[config.mk]
export PLATFORM = sky130hd
export DESIGN_NAME = hdu_fwd
export DESIGN_NICKNAME = d
export VERILOG_FILES = /design/src/rtl/hdu_fwd.sv
export SDC_FILE = /design/constraint.sdc
export NUM_CORES = 1
export LEC_CHECK = 0
export CELL_PAD_IN_SITES_DETAIL_PLACEMENT = 1
export CELL_PAD_IN_SITES_GLOBAL_PLACEMENT = 1
export CORE_MARGIN = 4
export CORE_UTILIZATION = 25
export CTS_CLUSTER_DIAMETER = 30
export DETAILED_ROUTE_END_ITERATION = 10
export HOLD_SLACK_MARGIN = 0.15
export PLACE_DENSITY_LB_ADDON = 0.1
export RECOVER_POWER = 25
export SLEW_MARGIN = 40
export SYNTH_ARGS = -nofsm -noshare
export SYNTH_HDL_FRONTEND = slang
export SYNTH_SLANG_ARGS = --single-unit
[constraint.sdc]
create_clock -name i_clk -period 3.8 [get_ports i_clk]
set_clock_uncertainty 0.05 [all_clocks]
set_input_delay 0.76 -clock i_clk [delete_from_list [all_inputs] [get_ports i_clk]]
set_output_delay 0.76 -clock i_clk [all_outputs]
set_load 0.02 [all_outputs]
[src/rtl/hdu_fwd.sv]
// Hazard detection and EX-operand forwarding for the 5-stage RV32I pipeline.
// Adds a data-memory wait FSM with optional timeout and saturating stall/flush counters.
module hdu_fwd #(
   parameter int FWD_EN      = 1,
   parameter int RF_WT       = 1,
   parameter int MEM_TIMEOUT = 0,
   parameter int CNT_W       = 32
) (
   input  logic             i_clk,
   input  logic             i_reset,
   input  logic [31:0]      i_instr_id,
   input  logic [31:0]      i_instr_ex,
   input  logic [31:0]      i_instr_mem,
   input  logic [31:0]      i_instr_wb,
   input  logic             i_rd_wren_ex,
   input  logic             i_rd_wren_mem,
   input  logic             i_rd_wren_wb,
   input  logic             i_mem_rden_ex,
   input  logic             i_pc_sel_ex,
   input  logic             i_mem_req,
   input  logic             i_mem_ack,
   output logic             o_en_pc,
   output logic             o_en_if,
   output logic             o_en_id,
   output logic             o_en_ex,
   output logic             o_en_mem,
   output logic             o_flush_if,
   output logic             o_flush_id,
   output logic [1:0]       o_fwd_a,
   output logic [1:0]       o_fwd_b,
   output logic [CNT_W-1:0] o_stall_cnt,
   output logic [CNT_W-1:0] o_flush_cnt,
   output logic             o_mem_timeout
);

   localparam int WAIT_W = (MEM_TIMEOUT < 2) ? 1 : $clog2(MEM_TIMEOUT + 1);
   localparam logic [WAIT_W:0] TMO = (WAIT_W + 1)'(MEM_TIMEOUT);

   localparam logic [6:0] OP_LUI   = 7'b0110111;
   localparam logic [6:0] OP_AUIPC = 7'b0010111;
   localparam logic [6:0] OP_JAL   = 7'b1101111;
   localparam logic [6:0] OP_R     = 7'b0110011;
   localparam logic [6:0] OP_S     = 7'b0100011;
   localparam logic [6:0] OP_B     = 7'b1100011;

   typedef enum logic [1:0] {ST_RUN, ST_WAIT, ST_TOUT} state_t;

   state_t            state;
   logic [WAIT_W-1:0] wait_cnt;
   logic [WAIT_W:0]   wait_inc;

   function automatic logic uses_rs1(input logic [6:0] op);
      return !(op == OP_LUI || op == OP_AUIPC || op == OP_JAL);
   endfunction

   function automatic logic uses_rs2(input logic [6:0] op);
      return (op == OP_R || op == OP_S || op == OP_B);
   endfunction

   // x0 is never a producer, and an unused source field never matches.
   function automatic logic hit(input logic wren, input logic [4:0] rd,
                                input logic used, input logic [4:0] rs);
      return wren && (rd != 5'd0) && used && (rd == rs);
   endfunction

   logic [4:0] id_rs1, id_rs2, ex_rs1, ex_rs2, rd_ex, rd_mem, rd_wb;
   logic       id_use1, id_use2, ex_use1, ex_use2;
   logic       id_hit_ex, id_hit_mem, id_hit_wb;
   logic       data_haz, freeze;
   logic       unused_bits;

   assign id_rs1  = i_instr_id[19:15];
   assign id_rs2  = i_instr_id[24:20];
   assign ex_rs1  = i_instr_ex[19:15];
   assign ex_rs2  = i_instr_ex[24:20];
   assign rd_ex   = i_instr_ex[11:7];
   assign rd_mem  = i_instr_mem[11:7];
   assign rd_wb   = i_instr_wb[11:7];
   assign id_use1 = uses_rs1(i_instr_id[6:0]);
   assign id_use2 = uses_rs2(i_instr_id[6:0]);
   assign ex_use1 = uses_rs1(i_instr_ex[6:0]);
   assign ex_use2 = uses_rs2(i_instr_ex[6:0]);

   assign unused_bits = ^{i_instr_id[31:25], i_instr_id[14:7], i_instr_ex[31:25],
                          i_instr_ex[14:12], i_instr_mem[31:12], i_instr_mem[6:0],
                          i_instr_wb[31:12], i_instr_wb[6:0]};

   assign id_hit_ex  = hit(i_rd_wren_ex, rd_ex, id_use1, id_rs1) |
                       hit(i_rd_wren_ex, rd_ex, id_use2, id_rs2);
   assign id_hit_mem = hit(i_rd_wren_mem, rd_mem, id_use1, id_rs1) |
                       hit(i_rd_wren_mem, rd_mem, id_use2, id_rs2);
   assign id_hit_wb  = hit(i_rd_wren_wb, rd_wb, id_use1, id_rs1) |
                       hit(i_rd_wren_wb, rd_wb, id_use2, id_rs2);

   // With forwarding only a load in EX is too late; without it every in-flight producer is.
   assign data_haz = (FWD_EN != 0) ?
                     ((i_mem_rden_ex && id_hit_ex) || (RF_WT == 0 && id_hit_wb)) :
                     (id_hit_ex || id_hit_mem || (RF_WT == 0 && id_hit_wb));

   assign freeze = ((state == ST_RUN)  && i_mem_req && !i_mem_ack) ||
                   ((state == ST_WAIT) && !i_mem_ack) ||
                    (state == ST_TOUT);

   assign wait_inc = {1'b0, wait_cnt} + 1'b1;

   // A branch held in EX during a freeze keeps i_pc_sel_ex high, so its flush lands
   // on the first unfrozen cycle without extra state.
   always_comb begin
      // NOTE: every output gets a default first, so no path through this block infers a latch.
      o_en_pc    = 1'b1;
      o_en_if    = 1'b1;
      o_en_id    = 1'b1;
      o_en_ex    = 1'b1;
      o_en_mem   = 1'b1;
      o_flush_if = 1'b0;
      o_flush_id = 1'b0;
      if (!i_reset) begin
         if (freeze) begin
            o_en_pc  = 1'b0;
            o_en_if  = 1'b0;
            o_en_id  = 1'b0;
            o_en_ex  = 1'b0;
            o_en_mem = 1'b0;
         end else if (i_pc_sel_ex) begin
            o_flush_if = 1'b1;
            o_flush_id = 1'b1;
         end else if (data_haz) begin
            o_en_pc    = 1'b0;
            o_en_if    = 1'b0;
            o_flush_id = 1'b1;
         end
      end
   end

   always_comb begin
      o_fwd_a = 2'b00;
      o_fwd_b = 2'b00;
      if (FWD_EN != 0 && !i_reset) begin
         if (hit(i_rd_wren_mem, rd_mem, ex_use1, ex_rs1))     o_fwd_a = 2'b01;
         else if (hit(i_rd_wren_wb, rd_wb, ex_use1, ex_rs1))  o_fwd_a = 2'b10;
         if (hit(i_rd_wren_mem, rd_mem, ex_use2, ex_rs2))     o_fwd_b = 2'b01;
         else if (hit(i_rd_wren_wb, rd_wb, ex_use2, ex_rs2))  o_fwd_b = 2'b10;
      end
   end

   // NOTE: registered state uses non-blocking assignments so every flop samples pre-edge values.
   always_ff @(posedge i_clk or posedge i_reset) begin
      if (i_reset) begin
         state         <= ST_RUN;
         wait_cnt      <= '0;
         o_mem_timeout <= 1'b0;
      end else begin
         case (state)
            ST_RUN: begin
               if (i_mem_req && !i_mem_ack) begin
                  state    <= ST_WAIT;
                  wait_cnt <= '0;
               end
            end
            ST_WAIT: begin
               if (i_mem_ack) begin
                  state    <= ST_RUN;
                  wait_cnt <= '0;
               end else begin
                  if (!(&wait_cnt)) wait_cnt <= wait_inc[WAIT_W-1:0];
                  if (MEM_TIMEOUT != 0 && wait_inc >= TMO) begin
                     state         <= ST_TOUT;
                     o_mem_timeout <= 1'b1;
                  end
               end
            end
            ST_TOUT: ;
            default: state <= ST_RUN;
         endcase
      end
   end

   always_ff @(posedge i_clk or posedge i_reset) begin
      if (i_reset) begin
         o_stall_cnt <= '0;
         o_flush_cnt <= '0;
      end else begin
         if (!o_en_pc && !(&o_stall_cnt))   o_stall_cnt <= o_stall_cnt + CNT_W'(1);
         if (o_flush_if && !(&o_flush_cnt)) o_flush_cnt <= o_flush_cnt + CNT_W'(1);
      end
   end

endmodule

* Word-level counts from Yosys, hierarchy flattened
Index checks and enable logic that the tools add are counted.
Storage, ports and cells: bits in registers 66, bits of input ports 137, output and inout port bits 76, logic and storage cells 96
Cells by class: $add $sub $neg 2, equal/unequal tests 22, multiplexer cells 22, bitwise gates (word level) 2, reduce and logical (&&, ||, !) cells 45
Operator list (number):
- 32-bit by 1-bit adder with 32-bit output, second input constant | 2
- 32-bit AND reduction | 2
- 7-bit by 6-bit equality test with 1-bit output, second input constant | 6
- 5-bit equality test | 6
- 7-bit equality test, second input constant | 4
- 1-bit logical AND | 22
- 2-bit two-way mux | 8
- 5-bit nonzero test | 3
- 7-bit by 5-bit equality test with 1-bit output, second input constant | 2
- 1-bit two-way mux | 13
- 1-bit logical OR | 10
- 1-bit zero test | 6
- 2-bit case mux with 3 select lines | 1
- 3-bit AND reduction | 1
- 2-bit by 1-bit equality test with 1-bit output, second input constant | 1
- 2-bit equality test, second input constant | 1
- 2-bit zero test | 1
- 2-bit by 1-bit != test with 1-bit output, second input constant | 1
- 2-bit != test, second input constant | 1
- 1-bit NOT | 1
- 1-bit OR | 1

* Logic depth before layout (Yosys ltp)
Gate-level depths: netlist (run 1).
depth in word-level cells 14, depth in mapped cells 9, depth with buffers taken out 8

* Worst setup path after synthesis (run 1)
Ideal clock, no wire load.
kind input to output, from input i_reset, to output o_en_pc, data arrival time 3.432 ns, required time 2.990 ns, slack -0.442 ns, stages on the path 4, cell sequence inv_1 nand2_1 and2_1 buf_4
Between the ends: word-level cells in the longest chain between the ends 1
Ends and longest elaborated chain:
- from (decl) | line 10 | input logic i_reset,
- 1-bit two-way mux
- to (decl) | line 22 | output logic o_en_pc,
Every way passes these cells.

* Worst setup path in the final report (run 1)
from input i_instr_mem[8], to output o_fwd_a[1]
Between the ends: word-level cells in the longest chain between the ends 6, elaborated cells on any way between the ends 7
Ends and longest elaborated chain:
- from (decl) | line 13 | input logic [31:0] i_instr_mem,
- 5-bit nonzero test | line 63 | return wren && (rd != 5'd0) && used && (rd == rs);
- 1-bit logical AND (2 in a row) | line 63
- 1-bit logical AND (*) | line 63
- 2-bit two-way mux (*) | line 139 | if (hit(i_rd_wren_mem, rd_mem, ex_use1, ex_rs1)) o_fwd_a = 2'b01;
- 2-bit two-way mux (*) | line 138 | if (FWD_EN != 0 && !i_reset) begin
- to (decl) | line 29 | output logic [1:0] o_fwd_a,
Every way passes the cells marked *; elsewhere a longest branch is shown, timed or not.

==> results of run 1 <==
[registers in the layout (all words and copies together), names as in the netlist]
name         count
o_flush_cnt     32
state            1
o_stall_cnt     32
[critical path, stage by stage]
cell             delay, ns
clkdlybuf4s50_1       0.42
or4_1                 0.54
o21ai_0               0.21
buf_4                 0.16
nor2_1                0.03
nor4_1                0.33
dlygate4sd2_1         0.38
[stage by stage]
step,setup TNS [ns],utilization [%],hold slack [ns],power [uW],instance area [um^2]
CTS,0,38.9,0.445,2060,5440
floorplan,0,-,0.437,1030,3600
global route,0,39.0,0.470,2130,5460
detailed placement,-0.725,37.0,0.434,1270,5180
finish,0,39.0,0.437,2020,5460
global placement,-0.745,37.0,0.421,1260,5180
[final timing paths]
kind,slack (ns),endpoint,depth (start not counted),start
max in group asynchronous,0.84,o_flush_cnt[30]$_DFFE_PP0P_,3,i_reset
worst max register to register,1.46,o_stall_cnt[1]$_DFFE_PP0P_,8,o_stall_cnt[0]$_DFFE_PP0P_
min in group asynchronous,0.89,state[0]$_DFFE_PP0P_,2,i_reset
worst max-delay path,0.16,o_fwd_a[1],7,i_instr_mem[8]
worst min register to register,0.44,o_stall_cnt[23]$_DFFE_PP0P_,1,o_stall_cnt[23]$_DFFE_PP0P_
worst min-delay path,0.44,o_stall_cnt[23]$_DFFE_PP0P_,1,o_stall_cnt[23]$_DFFE_PP0P_
[routing by layer]
metal,vias up,global-route usage [%],part of all wire [%]
met5,-,0,0
met4,0,6.55,2.0
met3,11,4.17,7.2
met2,104,21.3,43
met1,1564,18.4,48
li1,1535,-,-
[cell families after synthesis]
| kind of cell | Yosys count |
|---|---|
| buffers and inverters | 17 |
| multiplexers | 1 |
| flip-flops | 65 |
| AND/OR/NAND/NOR | 168 |
| AO/OA/AOI/OAI | 14 |
| XOR/XNOR | 92 |
| adder cells (fa/ha/maj) | 2 |
| other | 1 |
[layout by cell type (no fill, tap or decap), types with 3 or more instances in the layout]
| cell | instances |
|---|---|
| clkdlybuf4s50_1 | 125 |
| xnor2_1 | 65 |
| dfrtp_1 | 65 |
| nand2_1 | 37 |
| nand3_1 | 29 |
| xor2_1 | 27 |
| nand4_1 | 24 |
| nor2_1 | 19 |
| and3_1 | 18 |
| nor3_1 | 11 |
| buf_4 | 11 |
| clkbuf_16 | 9 |
| inv_1 | 7 |
| and4_1 | 6 |
| and2_1 | 5 |
| or4_1 | 4 |
| o21ai_0 | 3 |
| clkbuf_8 | 3 |
| clkbuf_1 | 3 |
[power groups by stage]
stage | clock network, uW | logic (uW) | registers, uW
floorplan | 0 | 146 | 881
global placement | 0 | 431 | 832
detailed placement | 0 | 436 | 833
CTS | 798 | 437 | 822
global route | 834 | 464 | 833
finish | 768 | 429 | 822
[area by class of cell]
class / count / area, um^2 / area share [%]
Clock buffer: 13 / 270 / 4.95
Inverter: 8 / 31.3 / 0.573
Multi-Input combinational cell: 278 / 1900 / 34.9
Sequential cell: 65 / 1630 / 29.8
Tap cell: 180 / 225 / 4.13
Timing Repair Buffer: 144 / 1400 / 25.6
[repair_timing]
item | 4_1_cts | 5_1_grt
buffers inserted | 0 | 0
resized for setup | 10 | 8
setup endpoints to repair | 4 | 4
==> impl_metrics.csv, run 1 <==
group,metric,value,unit
outcome,status,"complete, but fails checks",
outcome,violations,"capacitance limit, slew limit",
yosys,synth_common_cells,"dfrtp_1 (65), xnor2_1 (65), nand2_1 (37), nand3_1 (29), xor2_1 (27)",
setup_path,cp.required,2.99,ns
route,firstDrtPassIters,7,
setup_path,worstSetupStartpointType,"input port",
floorplan,dieArea,16400,um^2
run,cap_violations,2,
yosys,synth_top_area_share,45.2,%
place,post-place-ws,-0.307,ns
power_and_ir_drop,swShare,28.1,%
yosys,synthTopCellsByArea,"dfrtp_1 (45%), xnor2_1 (16%), xor2_1 (6.6%)",
yosys,synth_seq_cells,65,
power_and_ir_drop,ir_drop,0.000177,V
finish,drive_gt1_share,6.69,%
route,vias,3214,
global_routing,antenna_found_initial,0,
place,io_buffers,132,
yosys,ys_seq_area_share,45.2,%
power_and_ir_drop,seq_power_share,40.7,%
floorplan,core_area,14000,um^2
floorplan,initial_core_util,25.7,%
clock_network,cts_buffers,9,
place,dp_hpwl,8640,um
finish,syn_to_final_growth,51.5,%
yosys,synth_compound_area_share,3.30,%
floorplan,die_width,128,um
yosys,yosysTopAreaCell,"dfrtp_1",
setup_path,crit_fanout,3,
sta,rsz0062_at_grt,"false",
floorplan,fp.dieH,128,um
route,finalWirelength,11100,um
place,dp.cells,675,
global_routing,grt_overflow_total,0,
yosys,synth_top_family_by_area,"simple AND/OR/NAND/NOR gates",
min_path,worstHoldPathType,"flop to flop",
sta,fmax,275,MHz
clock_network,cts_tree,"done",
yosys,synth_cell_type_count,40,
floorplan,placementRows,43,
setup_path,cp-end-kind,"primary output",
global_routing,grt_start_max_net_pins,33,
yosys,synth_edf_count,0,
global_routing,track_usage,14.1,%
clock_network,htreeDepth,3,
global_routing,grt_pass1_vias,3536,
finish,diodes,0,
clock_network,cts_max_path_buffers,2,
finish,nets,645,
sta,hold_violations,0,
clock_network,cts.sinks,65,
route,avgViaCountPerCell,4.67,
sta,post-route-period-util,95.7,%
route,drtIter0Drc,123,
yosys,synth_simple_gate_area_share,25.4,%
power_and_ir_drop,power.leakage,0.00223,uW
sta,worstMarginPinSlew,1.80,ns
yosys,synth-adder-area-share,0.695,%
power_and_ir_drop,clkPwrFrac,38.0,%
yosys,syn_nets,499,
finish,nFillCells,1615,
yosys,synth_cells,360,
yosys,async_flop_share,100,%
clock_network,clockRootBuffer,"clkbuf_16",
power_and_ir_drop,p_comb_share,21.3,%
sta,max-slew-margin-rel,-20.0,%
clock_network,insertion_delay,0.33,ns
power_and_ir_drop,p_sw,567,uW
power_and_ir_drop,power.density,370,nW/um^2
sta,finalMaxSlewViolations,66,
yosys,synth_xor_area_share,22.4,%
sta,setup_violations,0,
yosys,synthFlopType,"dfrtp_1",
finish,fin_cells,688,
power_and_ir_drop,internal_power,1450,uW
place,gp_congestion,0.856,
sta,worst_slack,0.162,ns
global_routing,grt_pass1_wl,18300,um
setup_path,arrival,2.83,ns
yosys,yosysWarningCount,1,
clock_network,clk_pin_slew,0.05,ns
yosys,synthesis.area,3600,um^2
route,postRouteAntennaNets,0,
route,drc,0,
yosys,avgSynthCellArea,10.0,um^2
yosys,muxShareOfSynthArea,0.313,%
sta,period_minus_slack,3.64,ns
setup_path,crit_type,"input port to primary output",
floorplan,ioPinCount,213,
route,drt-wirelength-per-cell,16.1,um
clock_network,cts_hold_buffers,0,
No activity file was read; power rests on OpenSTA's default activity.
==> run 2, diff against run 1 <==
--- a/config.mk
+++ b/config.mk
@@ -14,6 +14,7 @@
 export HOLD_SLACK_MARGIN = 0.15
 export PLACE_DENSITY_LB_ADDON = 0.1
 export RECOVER_POWER = 25
+export SKIP_CTS_REPAIR_TIMING = 1
 export SLEW_MARGIN = 40
 export SYNTH_ARGS = -nofsm -noshare
 export SYNTH_HDL_FRONTEND = slang
==> impl_metrics.csv, run 2 (same netlist as run 1, synthesis figures left out) <==
group,metric,value,unit
clock_network,cts_max_path_buffers,2,
global_routing,grt_pass1_wl,18300,um
setup_path,crit_type,"input port to primary output",
clock_network,cts_tree,"done",
finish,final_core_util,39.1,%
place,gp_congestion,0.856,
clock_network,htreeDepth,3,
finish,nFillCells,1615,
global_routing,grt_start_max_net_pins,33,
clock_network,clockRootBuffer,"clkbuf_16",
finish,largestRegisters,"o_flush_cnt: 32 flops, o_stall_cnt: 32 flops, state: 1 flops",
finish,multi_input_area,1900,um^2
sta,max-slew-margin-rel,-20.0,%
power_and_ir_drop,internal_power,1450,uW
sta,finalMaxSlewViolations,66,
finish,syn_to_final_growth,51.8,%
floorplan,fp.dieH,128,um
floorplan,ioPinCount,213,
finish,nets,645,
global_routing,met1_usage,18.4,%
run,cap_violations,2,
power_and_ir_drop,p_comb_share,21.3,%
min_path,worstHoldPathType,"flop to flop",
global_routing,grt_overflow_total,0,
finish,layout_common_cells,"clkdlybuf4s50_1 (125), xnor2_1 (65), dfrtp_1 (65)",
power_and_ir_drop,clkPwrFrac,38.0,%
outcome,violations,"capacitance limit, slew limit",
sta,rsz0062_at_grt,"false",
place,io_buffers,132,
finish,final_common_cell,"clkdlybuf4s50_1",
floorplan,core_area,14000,um^2
clock_network,cts_buffers,9,
route,drc,0,
power_and_ir_drop,ir_drop,0.000177,V
place,dp_hpwl,8640,um
setup_path,cp.required,2.99,ns
global_routing,use_met3,4.17,%
setup_path,crit_fanout,6,
route,postRouteAntennaNets,0,
finish,regArea,1630,um^2
clock_network,clk_pin_slew,0.05,ns
power_and_ir_drop,swShare,28.1,%
global_routing,grt_pass1_vias,3536,
sta,post-route-period-util,94.5,%
clock_network,insertion_delay,0.33,ns
clock_network,cts.sinks,65,
route,vias,3214,
sta,hold_violations,0,
route,drtIter0Drc,123,
floorplan,dieArea,16400,um^2
outcome,status,"complete, but fails checks",
route,firstDrtPassIters,7,
floorplan,placementRows,43,
finish,drive_gt1_share,6.69,%
sta,setup_tns,0,ns
power_and_ir_drop,power.leakage,0.00225,uW
floorplan,die_width,128,um
floorplan,initial_core_util,25.7,%
power_and_ir_drop,p_sw,567,uW
sta,holdWs,0.437,ns
setup_path,cp-end-kind,"primary output",
setup_path,arrival,2.78,ns
global_routing,antenna_found_initial,0,
global_routing,gr-usage-met2,21.3,%
sta,period_minus_slack,3.59,ns
sta,setup_violations,0,
power_and_ir_drop,power.density,370,nW/um^2
global_routing,grt-busiest-layer,"met2",
finish,diodes,0,
sta,worstMarginPinSlew,1.80,ns
global_routing,track_usage,14.1,%
sta,fmax,279,MHz
setup_path,worstSetupStartpointType,"input port",
route,drt-wirelength-per-cell,16.1,um
route,finalWirelength,11100,um
power_and_ir_drop,seq_power_share,40.7,%
route,avgViaCountPerCell,4.67,
==> run 2: routing by layer <==
metal / vias up / share of wire [%]
li1: 1535 / -
met1: 1564 / 48
met2: 104 / 43
met3: 11 / 7.2
met4: 0 / 2.0
met5: - / 0
==> run 2: power by group through the flow <==
stage | combinational (uW) | clock [uW] | sequential (uW)
2_1_floorplan | 146 | 0 | 881
4_1_cts | 437 | 798 | 822
6_report | 429 | 768 | 822
3_3_place_gp | 431 | 0 | 832
5_1_grt | 465 | 834 | 833
3_5_place_dp | 436 | 0 | 833
==> run 2: worst max-delay path, cell delays in order <==
cell,delay (ns)
dlygate4sd3_1,0.65
clkinvlp_2,0.36
nand2_1,0.34
clkdlybuf4s50_1,0.66
==> run 2: through the flow <==
step	setup WS [ns]	instances	instance area, um^2	power (uW)
finish	0.210	688	5460	2020
global route	0.0576	688	5460	2130
CTS	-0.321	688	5450	2060
detailed placement	-0.307	675	5180	1270
global placement	-0.293	675	5180	1260
floorplan	0.162	360	3600	1030
==> run 2: final timing paths <==
kind | cells past startpoint | endpoint | start | slack, ns
worst max register to register | 8 | o_stall_cnt[1]$_DFFE_PP0P_ | o_stall_cnt[0]$_DFFE_PP0P_ | 1.46
min in group asynchronous | 2 | state[0]$_DFFE_PP0P_ | i_reset | 0.89
max in group asynchronous | 3 | o_flush_cnt[30]$_DFFE_PP0P_ | i_reset | 0.84
worst max-delay path | 4 | o_en_id | i_reset | 0.21
worst min register to register | 1 | o_stall_cnt[23]$_DFFE_PP0P_ | o_stall_cnt[23]$_DFFE_PP0P_ | 0.44
worst min-delay path | 1 | o_stall_cnt[23]$_DFFE_PP0P_ | o_stall_cnt[23]$_DFFE_PP0P_ | 0.44
==> run 2: final cells by class <==
cell class / count / area share [%]
clock buffers: 13 / 4.95
inverters: 8 / 0.573
multi-input cells: 278 / 34.8
flip-flops and latches: 65 / 29.8
well taps: 180 / 4.12
repair buffers: 144 / 25.7
==> run 3, diff against run 2 <==
--- a/config.mk
+++ b/config.mk
@@ -10,12 +10,13 @@
 export CORE_MARGIN = 4
 export CORE_UTILIZATION = 25
 export CTS_CLUSTER_DIAMETER = 30
+export CTS_CLUSTER_SIZE = 25
 export DETAILED_ROUTE_END_ITERATION = 10
 export HOLD_SLACK_MARGIN = 0.15
 export PLACE_DENSITY_LB_ADDON = 0.1
 export RECOVER_POWER = 25
-export SKIP_CTS_REPAIR_TIMING = 1
 export SLEW_MARGIN = 40
 export SYNTH_ARGS = -nofsm -noshare
 export SYNTH_HDL_FRONTEND = slang
 export SYNTH_SLANG_ARGS = --single-unit
+export TNS_END_PERCENT = 100
==> results of run 3 <==
Same layout as run 1: the final DEF is identical, and so are final timing and power.
